==> src/rtl/mux2to1_arbiter.sv <==
// Round-robin arbiter for a shared 2:1 mux: registered one-hot grant, mux select
// and a tenure limit so a holder cannot starve the other side under contention.
module mux2to1_arbiter #(
  parameter int MAX_HOLD = 8,
  parameter int CNT_W    = 4
) (
  input  logic       clk,
  input  logic       rst,
  input  logic [1:0] req,
  output logic [1:0] gnt,
  output logic       sel,
  output logic       busy,
  output logic       switched
);

  // state | meaning
  // IDLE  | no owner, gnt=00, sel holds its last value
  // OWN0  | requester 0 owns the mux, gnt=01, sel=0
  // OWN1  | requester 1 owns the mux, gnt=10, sel=1
  typedef enum logic [1:0] {
    IDLE = 2'd0,
    OWN0 = 2'd1,
    OWN1 = 2'd2
  } state_t;

  localparam logic [CNT_W-1:0] CNT_LAST = CNT_W'(MAX_HOLD - 1);

  state_t           state, state_nxt;
  logic [CNT_W-1:0] cnt, cnt_nxt;
  logic             last, last_nxt;
  logic             switched_nxt;
  logic [1:0]       gnt_nxt;
  logic             sel_nxt;
  logic             busy_nxt;

  logic             cur_idx;
  logic             mine;
  logic             other;
  state_t           other_state;

  assign cur_idx     = (state == OWN1);
  assign mine        = req[cur_idx];
  assign other       = req[~cur_idx];
  assign other_state = cur_idx ? OWN0 : OWN1;

  always_ff @(posedge clk or posedge rst) begin
    if (rst) begin
      state    <= IDLE;
      cnt      <= '0;
      last     <= 1'b1;
      gnt      <= 2'b00;
      sel      <= 1'b0;
      busy     <= 1'b0;
      switched <= 1'b0;
    end else begin
      state    <= state_nxt;
      cnt      <= cnt_nxt;
      last     <= last_nxt;
      gnt      <= gnt_nxt;
      sel      <= sel_nxt;
      busy     <= busy_nxt;
      switched <= switched_nxt;
    end
  end

  // Release has priority over the tenure limit; cnt only advances under contention.
  always_comb begin
    state_nxt    = state;
    cnt_nxt      = cnt;
    last_nxt     = last;
    switched_nxt = 1'b0;
    case (state)
      IDLE: begin
        cnt_nxt = '0;
        case (req)
          2'b01:   state_nxt = OWN0;
          2'b10:   state_nxt = OWN1;
          2'b11:   state_nxt = last ? OWN0 : OWN1;
          default: state_nxt = IDLE;
        endcase
      end
      OWN0, OWN1: begin
        if (!mine) begin
          last_nxt = cur_idx;
          cnt_nxt  = '0;
          if (other) begin
            state_nxt    = other_state;
            switched_nxt = 1'b1;
          end else begin
            state_nxt = IDLE;
          end
        end else if (other) begin
          if (cnt == CNT_LAST) begin
            last_nxt     = cur_idx;
            cnt_nxt      = '0;
            state_nxt    = other_state;
            switched_nxt = 1'b1;
          end else begin
            cnt_nxt = cnt + 1'b1;
          end
        end
      end
      default: begin
        state_nxt = IDLE;
        cnt_nxt   = '0;
      end
    endcase
  end

  // Outputs are registered from the next state; sel holds through IDLE.
  always_comb begin
    gnt_nxt  = 2'b00;
    sel_nxt  = sel;
    busy_nxt = 1'b0;
    case (state_nxt)
      OWN0: begin
        gnt_nxt  = 2'b01;
        sel_nxt  = 1'b0;
        busy_nxt = 1'b1;
      end
      OWN1: begin
        gnt_nxt  = 2'b10;
        sel_nxt  = 1'b1;
        busy_nxt = 1'b1;
      end
      default: begin
        gnt_nxt  = 2'b00;
        busy_nxt = 1'b0;
      end
    endcase
  end

endmodule

==> config.mk <==
export PLATFORM = sky130hd
export DESIGN_NAME = mux2to1_arbiter
export DESIGN_NICKNAME = d
export VERILOG_FILES = /design/src/rtl/mux2to1_arbiter.sv
export SDC_FILE = /design/constraint.sdc
export NUM_CORES = 1
export LEC_CHECK = 0
export CAP_MARGIN = 20
export CORE_MARGIN = 8
export CORE_UTILIZATION = 49
export CTS_CLUSTER_SIZE = 16
export DETAILED_ROUTE_END_ITERATION = 12
export GPL_ROUTABILITY_DRIVEN = 0
export PLACE_DENSITY = 0.78
export SLEW_MARGIN = 40
export SYNTH_ARGS = -nofsm -noshare
export SYNTH_HDL_FRONTEND = slang
export SYNTH_SLANG_ARGS = --single-unit
==> constraint.sdc <==
create_clock -name clk -period 3 [get_ports clk]
set_clock_uncertainty 0.1 [all_clocks]
set_input_delay 0.6 -clock clk [delete_from_list [all_inputs] [get_ports clk]]
set_output_delay 0.6 -clock clk [all_outputs]
set_load 0.005 [all_outputs]
==> flow_summary.toml, run 1 <==
[floorplan]
num_rows = 14
design.core.area_sq_mm = 0.00147
die_width_um = 55.3
floorplan.io_pins = 9
fp.dieH_um = 55.3
initial_core_util_pct = 51.4
die_area_sq_mm = 0.00305

[cts]
clock_insertion_delay_worst_skew_ns = 0.27
ctsLongestPathBuffers = 2
cts_num_sinks = 12
numCtsBuffers = 3
post_cts_resized = 0
clk_transition_reported_paths_ns = 0.08
ctsHoldBuffers = 0
tritoncts_clock_tree = "built"
clock-root-buffer = "sky130_fd_sc_hd__clkbuf_4"
postCtsSetupBuffers = 0
cts.htree.levels = 1

[logic_synthesis]
post_synth_main_area_contributors = "sky130_fd_sc_hd__dfrtp_1 36%, sky130_fd_sc_hd__ha_1 9.9%, sky130_fd_sc_hd__dfstp_2 3.5%"
synth-seq-area-share_pct = 39.9
synthesis.area_per_instance_sq_um = 9.81
yosys_most_used_dff = "sky130_fd_sc_hd__dfrtp_1"
yosys.area_share.adder_pct = 9.93
netlist_instances = 77
synth_top_family_by_area = "compound AO/OA/AOI/OAI gates"
synth_area_sq_um = 756
synth-async-reset-ratio_pct = 100
post_synth_top_area_share_pct = 36.4
synth.ff_latch_count = 12
synth_nets = 87
synthDominantAreaCellType = "sky130_fd_sc_hd__dfrtp_1"
number_of_enable_flip_flop_cells_after_synthesis = 0
synth_compound_area_share_pct = 25.3
synth_simple_gate_area_share_pct = 16.6
post_synth_num_cell_types = 38
synthMuxAreaShare_pct = 1.49
count_of_warnings_emitted_by_yosys = 0
post_synthesis_share_of_cell_area_spent_on_xor_and_xnor_gates_pct = 0

[power]
power.switching_fraction_pct = 35.4
clkPwrFrac_pct = 18.3
power-per-cell-area_mw_per_mm2 = 811
power.net_switching_w = 0.000253
share_seq_of_total_power_pct = 35.0
share_of_total_power_in_combinational_logic_pct = 46.8
static_leakage_nw = 0.395
power_report.internal_total_w = 0.000462
peakVddDrop_mv = 0.492

[layout]
post_route_cells_drive_above_1_share_pct = 14.9
final_cell_area_sq_um = 882
stdcell_count = 103
diodes = 0
layout.nets = 98
relative_area_change_from_synthesis_to_final_layout_pct = 16.7

[min_path]
hold_class = "reg2reg"

[run]
max_cap_violations = 0

[critical_path]
criticalPathCategory = "in2reg"
setup.worst_path.start_class = "input port"
timing.critical_path.required_ns = 3.06
cp_max_fo = 3
critical_path.endpoint_type = "flop"
cp_data_arrival_time_ns = 2.49

[sta]
rsz0062_at_grt = "false"
worst_slew_margin_pct = 70.7
setup_total_negative_slack_ns = 0
worstMarginPinSlew_ns = 0.439
final_min_period_over_clock_period_pct = 81.0
final_setup_violation_count = 0
period_minus_slack_ns = 2.43
hold_violations = 0
final_max_slew_viol_count = 0
fmax_ghz = 0.412

[global_route]
first_pass_grt_wire_length_um = 2700
antenna_found_initial = 0
grt.total_usage_pct = 10.2
grt_start_max_net_pins = 13
first_global_vias = 616
grt.overflow.total = 0

[placement]
port-buffer-count = 8
dp_hpwl_um = 1130
detailed_place.area_sq_um = 846
place.detailed.instances = 99

[route]
route.vias.total = 615
wl_um = 1490
wire_per_inst_um = 14.5
post-route-drc-count = 0
drt_first_pass_iters = 4
initialDrtViolationCount = 39
routed_via_density = 5.97
drtAntennaViolNets = 0

[outcome]
status = "completed"
## per-layer routing
metal  wire [um]  track usage [%]
met4          12             3.17
met3          95             3.88
met5           0                0
met2         704             15.9
met1         676             12.6
## synth_stat cells, types with 2 or more instances
| cell type | n |
|---|---|
| sky130_fd_sc_hd__nor2_1 | 4 |
| sky130_fd_sc_hd__inv_1 | 6 |
| sky130_fd_sc_hd__a21boi_0 | 2 |
| sky130_fd_sc_hd__o21ai_0 | 5 |
| sky130_fd_sc_hd__ha_1 | 6 |
| sky130_fd_sc_hd__a31oi_1 | 2 |
| sky130_fd_sc_hd__nand4_1 | 3 |
| sky130_fd_sc_hd__nand3_1 | 3 |
| sky130_fd_sc_hd__nor4_1 | 2 |
| sky130_fd_sc_hd__a21oi_1 | 2 |
| sky130_fd_sc_hd__dfrtp_1 | 11 |
| sky130_fd_sc_hd__nand2_1 | 4 |
| sky130_fd_sc_hd__buf_2 | 2 |
## power groups by stage
stage	sequential (W)	combinational (W)	clock (W)
2_1_floorplan	0.000249	0.000227	0
3_3_place_gp	0.000251	0.000327	0
3_5_place_dp	0.000254	0.000337	0
4_1_cts	0.000251	0.000339	0.000136
5_1_grt	0.000257	0.000380	0.000142
6_report	0.000250	0.000335	0.000131
## critical path, cell delays in order
cell and delay, ns:
sky130_fd_sc_hd__clkdlybuf4s50_1 0.55, sky130_fd_sc_hd__nand2_4 0.06, sky130_fd_sc_hd__o31a_1 0.29, sky130_fd_sc_hd__a21boi_1 0.22, sky130_fd_sc_hd__o22ai_1 0.12, sky130_fd_sc_hd__ha_1 0.32
sky130_fd_sc_hd__mux2_2 0.32
## sequential cells by signal, summed over array words and instances (netlist names)
name      flops
cnt           4
gnt           2
state         2
busy          1
last          1
sel           1
switched      1
## cells by family after synthesis
family / after synthesis
AOI/OAI and AO/OA: 25
and+or+nand+nor: 22
DFF: 12
buffers and inverters: 11
adders and majority gates: 6
muxes: 1
## layout make-up
class / count / area, sq um
Fill cell: 132 / 589
Tap cell: 16 / 20.0
Sequential cell: 12 / 302
Timing Repair Buffer: 10 / 95.1
Clock buffer: 4 / 36.3
Multi-Input combinational cell: 54 / 403
Inverter: 7 / 26.3
## through the flow
stage | total power, W | setup slack [ns] | utilization, % | hold WS [ns]
3_3_place_gp | 0.000578 | 0.320 | 57.5 | 0.395
2_1_floorplan | 0.000476 | 0.681 | - | 0.364
4_1_cts | 0.000726 | 0.587 | 59.9 | 0.424
5_1_grt | 0.000780 | 0.447 | 59.9 | 0.442
3_5_place_dp | 0.000591 | 0.291 | 57.5 | 0.399
6_report | 0.000716 | 0.570 | 59.9 | 0.418
## placed cells by master (no fill, tap or decap), types with 3 or more instances in the layout
master / count
sky130_fd_sc_hd__dfrtp_1: 11
sky130_fd_sc_hd__nand2_1: 4
sky130_fd_sc_hd__ha_1: 6
sky130_fd_sc_hd__nor2_1: 4
sky130_fd_sc_hd__nand3_1: 3
sky130_fd_sc_hd__clkbuf_4: 3
sky130_fd_sc_hd__clkdlybuf4s50_1: 8
sky130_fd_sc_hd__inv_1: 6
sky130_fd_sc_hd__o21ai_0: 5
sky130_fd_sc_hd__nand4_1: 3
## final timing paths
| kind | startpoint | endpoint | slack [ns] | cells past startpoint |
|---|---|---|---|---|
| hold reg to reg | sel$_DFFE_PP0P_ | sel$_DFFE_PP0P_ | 0.42 | 1 |
| min in group asynchronous | rst | cnt[0]$_DFFE_PP0P_ | 0.52 | 2 |
| hold / removal | sel$_DFFE_PP0P_ | sel$_DFFE_PP0P_ | 0.42 | 1 |
| setup reg to reg | state[1]$_DFF_PP0_ | sel$_DFFE_PP0P_ | 0.61 | 7 |
| setup / recovery | req[0] | sel$_DFFE_PP0P_ | 0.57 | 7 |
| max in group asynchronous | rst | last$_DFFE_PP1P_ | 1.95 | 2 |
Power figures use the tool's default switching activity.
==> run 2: changes to the inputs <==
- CORE_UTILIZATION: 49 -> 47
- PLACE_DENSITY: 0.78 -> 0.79
- clock period: 3 -> 2.2 ns (I/O delays scaled with it)
==> flow_summary.toml, run 2 (synthesis results as in run 1) <==
[placement]
dp_worst_setup_slack_ns = -0.355
place.detailed.instances = 112
port-buffer-count = 8
dp_hpwl_um = 1400

[layout]
post_route_cells_drive_above_1_share_pct = 40.2
diodes = 0
layout.cells.most_common_list = "22 x sky130_fd_sc_hd__buf_4, 11 x sky130_fd_sc_hd__dfrtp_1, 7 x sky130_fd_sc_hd__clkdlybuf4s50_1"
relative_area_change_from_synthesis_to_final_layout_pct = 44.4
max_flop_register = "cnt"
final_common_cell = "sky130_fd_sc_hd__buf_4"
stdcell_count = 123
largest_register_ff_count = 4
largestRegisters = "cnt (4), gnt (2), state (2)"
layout.nets = 118

[route]
drt_first_pass_iters = 4
route.vias.total = 752
post-route-drc-count = 0
wl_um = 2320
wire_per_inst_um = 18.9
drtAntennaViolNets = 0
initialDrtViolationCount = 29
routed_via_density = 6.11

[cts]
tritoncts_clock_tree = "built"
cts_num_sinks = 12
ctsHoldBuffers = 0
clock_insertion_delay_worst_skew_ns = 0.26
numCtsBuffers = 3
cts.htree.levels = 1
clock-root-buffer = "sky130_fd_sc_hd__clkbuf_4"
ctsLongestPathBuffers = 2
clk_transition_reported_paths_ns = 0.08

[outcome]
status = "finished, violations left"
violations = "negative setup slack"

[critical_path]
timing.critical_path.required_ns = 2.25
setup.worst_path.start_class = "input port"
critical_path.cell_chain = "clkdlybuf4s50_1 -> buf_4 -> a21oi_1 -> nor3b_1 -> o31ai_2 -> o22ai_2 -> ha_4 -> mux2_2"
critical_path.endpoint_type = "flop"
cp_max_fo = 4
criticalPathCategory = "in2reg"
cp_data_arrival_time_ns = 2.28
critical-path-slowest-cell = "sky130_fd_sc_hd__clkdlybuf4s50_1"
critical-path-max-stage-delay_ns = 0.55

[min_path]
hold_class = "in2async"

[power]
fin_total_pwr_w = 0.00122
static_leakage_nw = 0.498
peakVddDrop_mv = 0.853
power-per-cell-area_mw_per_mm2 = 1120

[floorplan]
design.core.area_sq_mm = 0.00151
fp.dieH_um = 56.1
die_width_um = 56.1
num_rows = 14
floorplan.io_pins = 9
initial_core_util_pct = 50.2
die_area_sq_mm = 0.00315

[global_route]
grt_start_max_net_pins = 13
antenna_found_initial = 0
grt.overflow.total = 0
grt.total_usage_pct = 12.0
first_pass_grt_wire_length_um = 3250
first_global_vias = 705

[sta]
hold_violations = 0
worst_slew_margin_pct = 67.1
final_max_slew_viol_count = 0
period_minus_slack_ns = 2.23
rsz0062_at_grt = "true"
worst_slack_ns = -0.0326
fmax_ghz = 0.448
final_setup_violation_count = 1
worstMarginPinSlew_ns = 0.492
final_min_period_over_clock_period_pct = 101

[run]
max_cap_violations = 0
## run 2: final cells by class
class | count | area, sq um
clock buffers | 4 | 36.3
multi-input cells | 54 | 463
repair buffers | 30 | 244
well taps | 16 | 20.0
flip-flops and latches | 12 | 302
fillers | 104 | 415
inverters | 7 | 26.3
## run 2: where the power goes
group,total [W],internal (W),switching (W)
clock,0.000169,0.000100,0.0000689
sequential,0.000338,0.000296,0.0000419
combinational,0.000712,0.000384,0.000328
total,0.00122,0.000780,0.000439
## run 2: per-layer routing
layer	part of all wire, %	vias up	global-route usage [%]
met5	0	-	0
met4	1.3	0	4.81
met3	5.9	6	2.51
met2	50	36	20.3
met1	42	366	14.3
li1	-	344	-
## run 2: path summary, 6_finish.rpt
path | end | slack, ns | cells past startpoint | startpoint
worst max register to register | sel$_DFFE_PP0P_ | -0.01 | 7 | state[1]$_DFF_PP0_
worst min register to register | sel$_DFFE_PP0P_ | 0.42 | 1 | sel$_DFFE_PP0P_
worst max-delay path | sel$_DFFE_PP0P_ | -0.03 | 8 | req[1]
min in group clk | sel$_DFFE_PP0P_ | 0.42 | 1 | sel$_DFFE_PP0P_
worst min-delay path | switched$_DFF_PP0_ | 0.37 | 2 | rst
max in group asynchronous | last$_DFFE_PP1P_ | 1.30 | 2 | rst
## run 2: metrics by stage
| stage | utilization, % | cell area (sq um) | setup TNS [ns] | hold WS [ns] |
|---|---|---|---|---|
| 6_report | 72.4 | 1090 | -0.0326 | 0.372 |
| 3_5_place_dp | 62.8 | 946 | -0.523 | 0.400 |
| 4_1_cts | 67.5 | 1020 | -0.00537 | 0.385 |
| 3_3_place_gp | 62.8 | 946 | -0.381 | 0.394 |
| 2_1_floorplan | - | 768 | 0 | 0.204 |
| 5_1_grt | 72.4 | 1090 | -0.0900 | 0.421 |
## run 2: critical path: cells and delay by family
family | cells | cell delay, ns
simple gates | 1 | 0.28
fa+ha+maj | 1 | 0.24
buf+inv | 2 | 0.69
compound gates | 3 | 0.38
mux | 1 | 0.26
## run 2: repair_timing
action	CTS	global route
endpoints found under the hold margin	0	0
setup endpoints to repair	1	1
setup buffers	3	4
pin swaps	3	3
resized for setup	3	8
==> run 3: changes to the inputs <==
- ABC_AREA: unset -> 1
- CORE_UTILIZATION: 47 -> 46
- PLACE_DENSITY: 0.79 -> 0.78
==> flow_summary.toml, run 3 <==
[sta]
rsz0062_at_grt = "false"
worst_slew_margin_pct = 69.6
fmax_ghz = 0.509
final_min_period_over_clock_period_pct = 89.3
finalHoldWorstSlack_ns = 0.364
setup_total_negative_slack_ns = 0
period_minus_slack_ns = 1.97
hold_violations = 0
worst_slack_ns = 0.235
final_setup_violation_count = 0
final_max_slew_viol_count = 0
worstMarginPinSlew_ns = 0.456

[logic_synthesis]
synth_compound_area_share_pct = 10.3
synth_top_family_by_area = "simple AND/OR/NAND/NOR gates"
post_synth_main_area_contributors = "sky130_fd_sc_hd__dfrtp_1 40%, sky130_fd_sc_hd__ha_1 11%, sky130_fd_sc_hd__nand2_1 9.9%"
yosys_most_used_dff = "sky130_fd_sc_hd__dfrtp_1"
yosys-top-cells-count = "18 x sky130_fd_sc_hd__nand2_1, 11 x sky130_fd_sc_hd__dfrtp_1, 9 x sky130_fd_sc_hd__inv_1, 7 x sky130_fd_sc_hd__nor2_1, 6 x sky130_fd_sc_hd__ha_1"
synth.ff_latch_count = 12
post_synth_num_cell_types = 20
synth-seq-area-share_pct = 44.1
number_of_enable_flip_flop_cells_after_synthesis = 0
synth_nets = 90
synth_area_sq_um = 683
synthMuxAreaShare_pct = 0
count_of_warnings_emitted_by_yosys = 0
post_synthesis_share_of_cell_area_spent_on_xor_and_xnor_gates_pct = 1.28
yosys.area_share.adder_pct = 11.0
synth_simple_gate_area_share_pct = 26.7
synth_most_common_cell = "sky130_fd_sc_hd__nand2_1"
netlist_instances = 80
synthDominantAreaCellType = "sky130_fd_sc_hd__dfrtp_1"
synthesis.area_per_instance_sq_um = 8.54
post_synth_top_area_share_pct = 40.3
synth-async-reset-ratio_pct = 100

[power]
peakVddDrop_mv = 0.709
power-per-cell-area_mw_per_mm2 = 1210
static_leakage_nw = 0.426

[cts]
post_cts_resized = 0
cts.htree.levels = 1
tritoncts_clock_tree = "built"
postCtsSetupBuffers = 0
clk_transition_reported_paths_ns = 0.08
clock_insertion_delay_worst_skew_ns = 0.28
numCtsBuffers = 3
clock-root-buffer = "sky130_fd_sc_hd__clkbuf_4"
ctsLongestPathBuffers = 2
ctsHoldBuffers = 0
cts_num_sinks = 12

[route]
route.vias.total = 533
initialDrtViolationCount = 9
drt_first_pass_iters = 4
drtAntennaViolNets = 0
wl_um = 1210
post-route-drc-count = 0
wire_per_inst_um = 11.1
routed_via_density = 4.89

[global_route]
antenna_found_initial = 0
first_pass_grt_wire_length_um = 2190
grt.total_usage_pct = 10.1
grt.overflow.total = 0
grt_start_max_net_pins = 13
first_global_vias = 546

[floorplan]
die_width_um = 54.5
design.core.area_sq_mm = 0.00145
die_area_sq_mm = 0.00297
fp.dieH_um = 54.5
floorplan.io_pins = 9
initial_core_util_pct = 47.0
num_rows = 14

[layout]
layout.nets = 104
area_taken_by_multi_input_logic_gates_sq_um = 337
post_route_cells_drive_above_1_share_pct = 24.7
max_flop_register = "cnt"
diodes = 0
relative_area_change_from_synthesis_to_final_layout_pct = 21.1
final_common_cell = "sky130_fd_sc_hd__nand2_1"
regArea_sq_um = 302
largestRegisters = "cnt (4), gnt (2), state (2)"
largest_register_ff_count = 4
final.fill_count = 129
layout.cells.most_common_list = "18 x sky130_fd_sc_hd__nand2_1, 11 x sky130_fd_sc_hd__dfrtp_1, 9 x sky130_fd_sc_hd__inv_1"

[critical_path]
criticalPathCategory = "reg2reg"
setup.worst_path.start_class = "flop"
timing.critical_path.required_ns = 2.26
cp_max_fo = 4
critical_path.endpoint_type = "flop"
cp_data_arrival_time_ns = 2.03

[run]
max_cap_violations = 0

[min_path]
hold_class = "in2async"

[placement]
dp_hpwl_um = 965
port-buffer-count = 8
dp_worst_setup_slack_ns = 0.00663

[outcome]
status = "completed"
[run 3: changes by cell type in the layout (fill, tap and decap cells not counted), sizes merged, moves of 2 or more]
cell | previous run | this run
a21boi | 3 | 0
a21oi | 2 | 4
a22oi | 2 | 0
a31oi | 2 | 0
buf | 22 | 1
inv | 7 | 12
nand2 | 5 | 24
nand4 | 3 | 0
nor2 | 4 | 10
nor4 | 2 | 0
o21ai | 5 | 7
[run 3: path summary, 6_finish.rpt]
path,from,cells past startpoint,to,slack (ns)
setup reg to reg,state[0]$_DFF_PP0_,13,sel$_DFFE_PP0P_,0.23
setup / recovery,state[0]$_DFF_PP0_,13,sel$_DFFE_PP0P_,0.23
min in group clk,last$_DFFE_PP1P_,2,last$_DFFE_PP1P_,0.38
max in group asynchronous,rst,2,last$_DFFE_PP1P_,1.30
hold reg to reg,last$_DFFE_PP1P_,2,last$_DFFE_PP1P_,0.38
hold / removal,rst,2,cnt[1]$_DFFE_PP0P_,0.36
[run 3: layout make-up]
| type | instances | share of cell area (%) |
|---|---|---|
| Inverter | 12 | 5.45 |
| Tap cell | 16 | 2.42 |
| Clock buffer | 4 | 4.39 |
| Multi-Input combinational cell | 56 | 40.7 |
| Sequential cell | 12 | 36.5 |
| Timing Repair Buffer | 9 | 10.6 |
[run 3: per-stage QoR]
step	power [W]	cell area (sq um)	utilization, %	cells
floorplan	0.000663	683	-	80
CTS	0.00101	827	56.9	109
detailed placement	0.000825	791	54.4	105
global placement	0.000812	791	54.4	105
global route	0.00110	827	56.9	109
finish	0.000998	827	56.9	109
[run 3: metal layers]
metal	up-vias	GRT usage, %	share of wire, %
met5	-	0	0
met4	0	7.38	2.7
met3	4	2.99	4.8
met2	15	16.8	51
met1	237	10.7	41
li1	277	-	-
[run 3: cells by family after synthesis]
group | after synthesis
XOR/XNOR | 1
adder cells (fa/ha/maj) | 6
buffers and inverters | 12
AO/OA/AOI/OAI | 11
flip-flops | 12
AND/OR/NAND/NOR | 38
[run 3: where the power goes]
| group | switching (W) | leakage (nW) | internal (W) | total, W |
|---|---|---|---|---|
| combinational | 0.000281 | 0.249 | 0.000211 | 0.000492 |
| sequential | 0.0000372 | 0.156 | 0.000294 | 0.000331 |
| clock | 0.0000744 | 0.0210 | 0.000101 | 0.000175 |
| total | 0.000393 | 0.426 | 0.000605 | 0.000998 |
[run 3: worst max-delay path, cell delays in order (launching register included)]
cell                      delay (ns)
sky130_fd_sc_hd__dfrtp_1        0.41
sky130_fd_sc_hd__inv_1          0.09
sky130_fd_sc_hd__ha_1           0.20
sky130_fd_sc_hd__inv_2          0.08
sky130_fd_sc_hd__o21ai_1        0.23
sky130_fd_sc_hd__a21oi_1        0.09
sky130_fd_sc_hd__o21ai_2        0.06
sky130_fd_sc_hd__nand2_1        0.07
sky130_fd_sc_hd__nand2_2        0.07
sky130_fd_sc_hd__inv_2          0.04
sky130_fd_sc_hd__ha_1           0.28
sky130_fd_sc_hd__inv_1          0.05
sky130_fd_sc_hd__nand2_1        0.05
sky130_fd_sc_hd__nand2_1        0.04
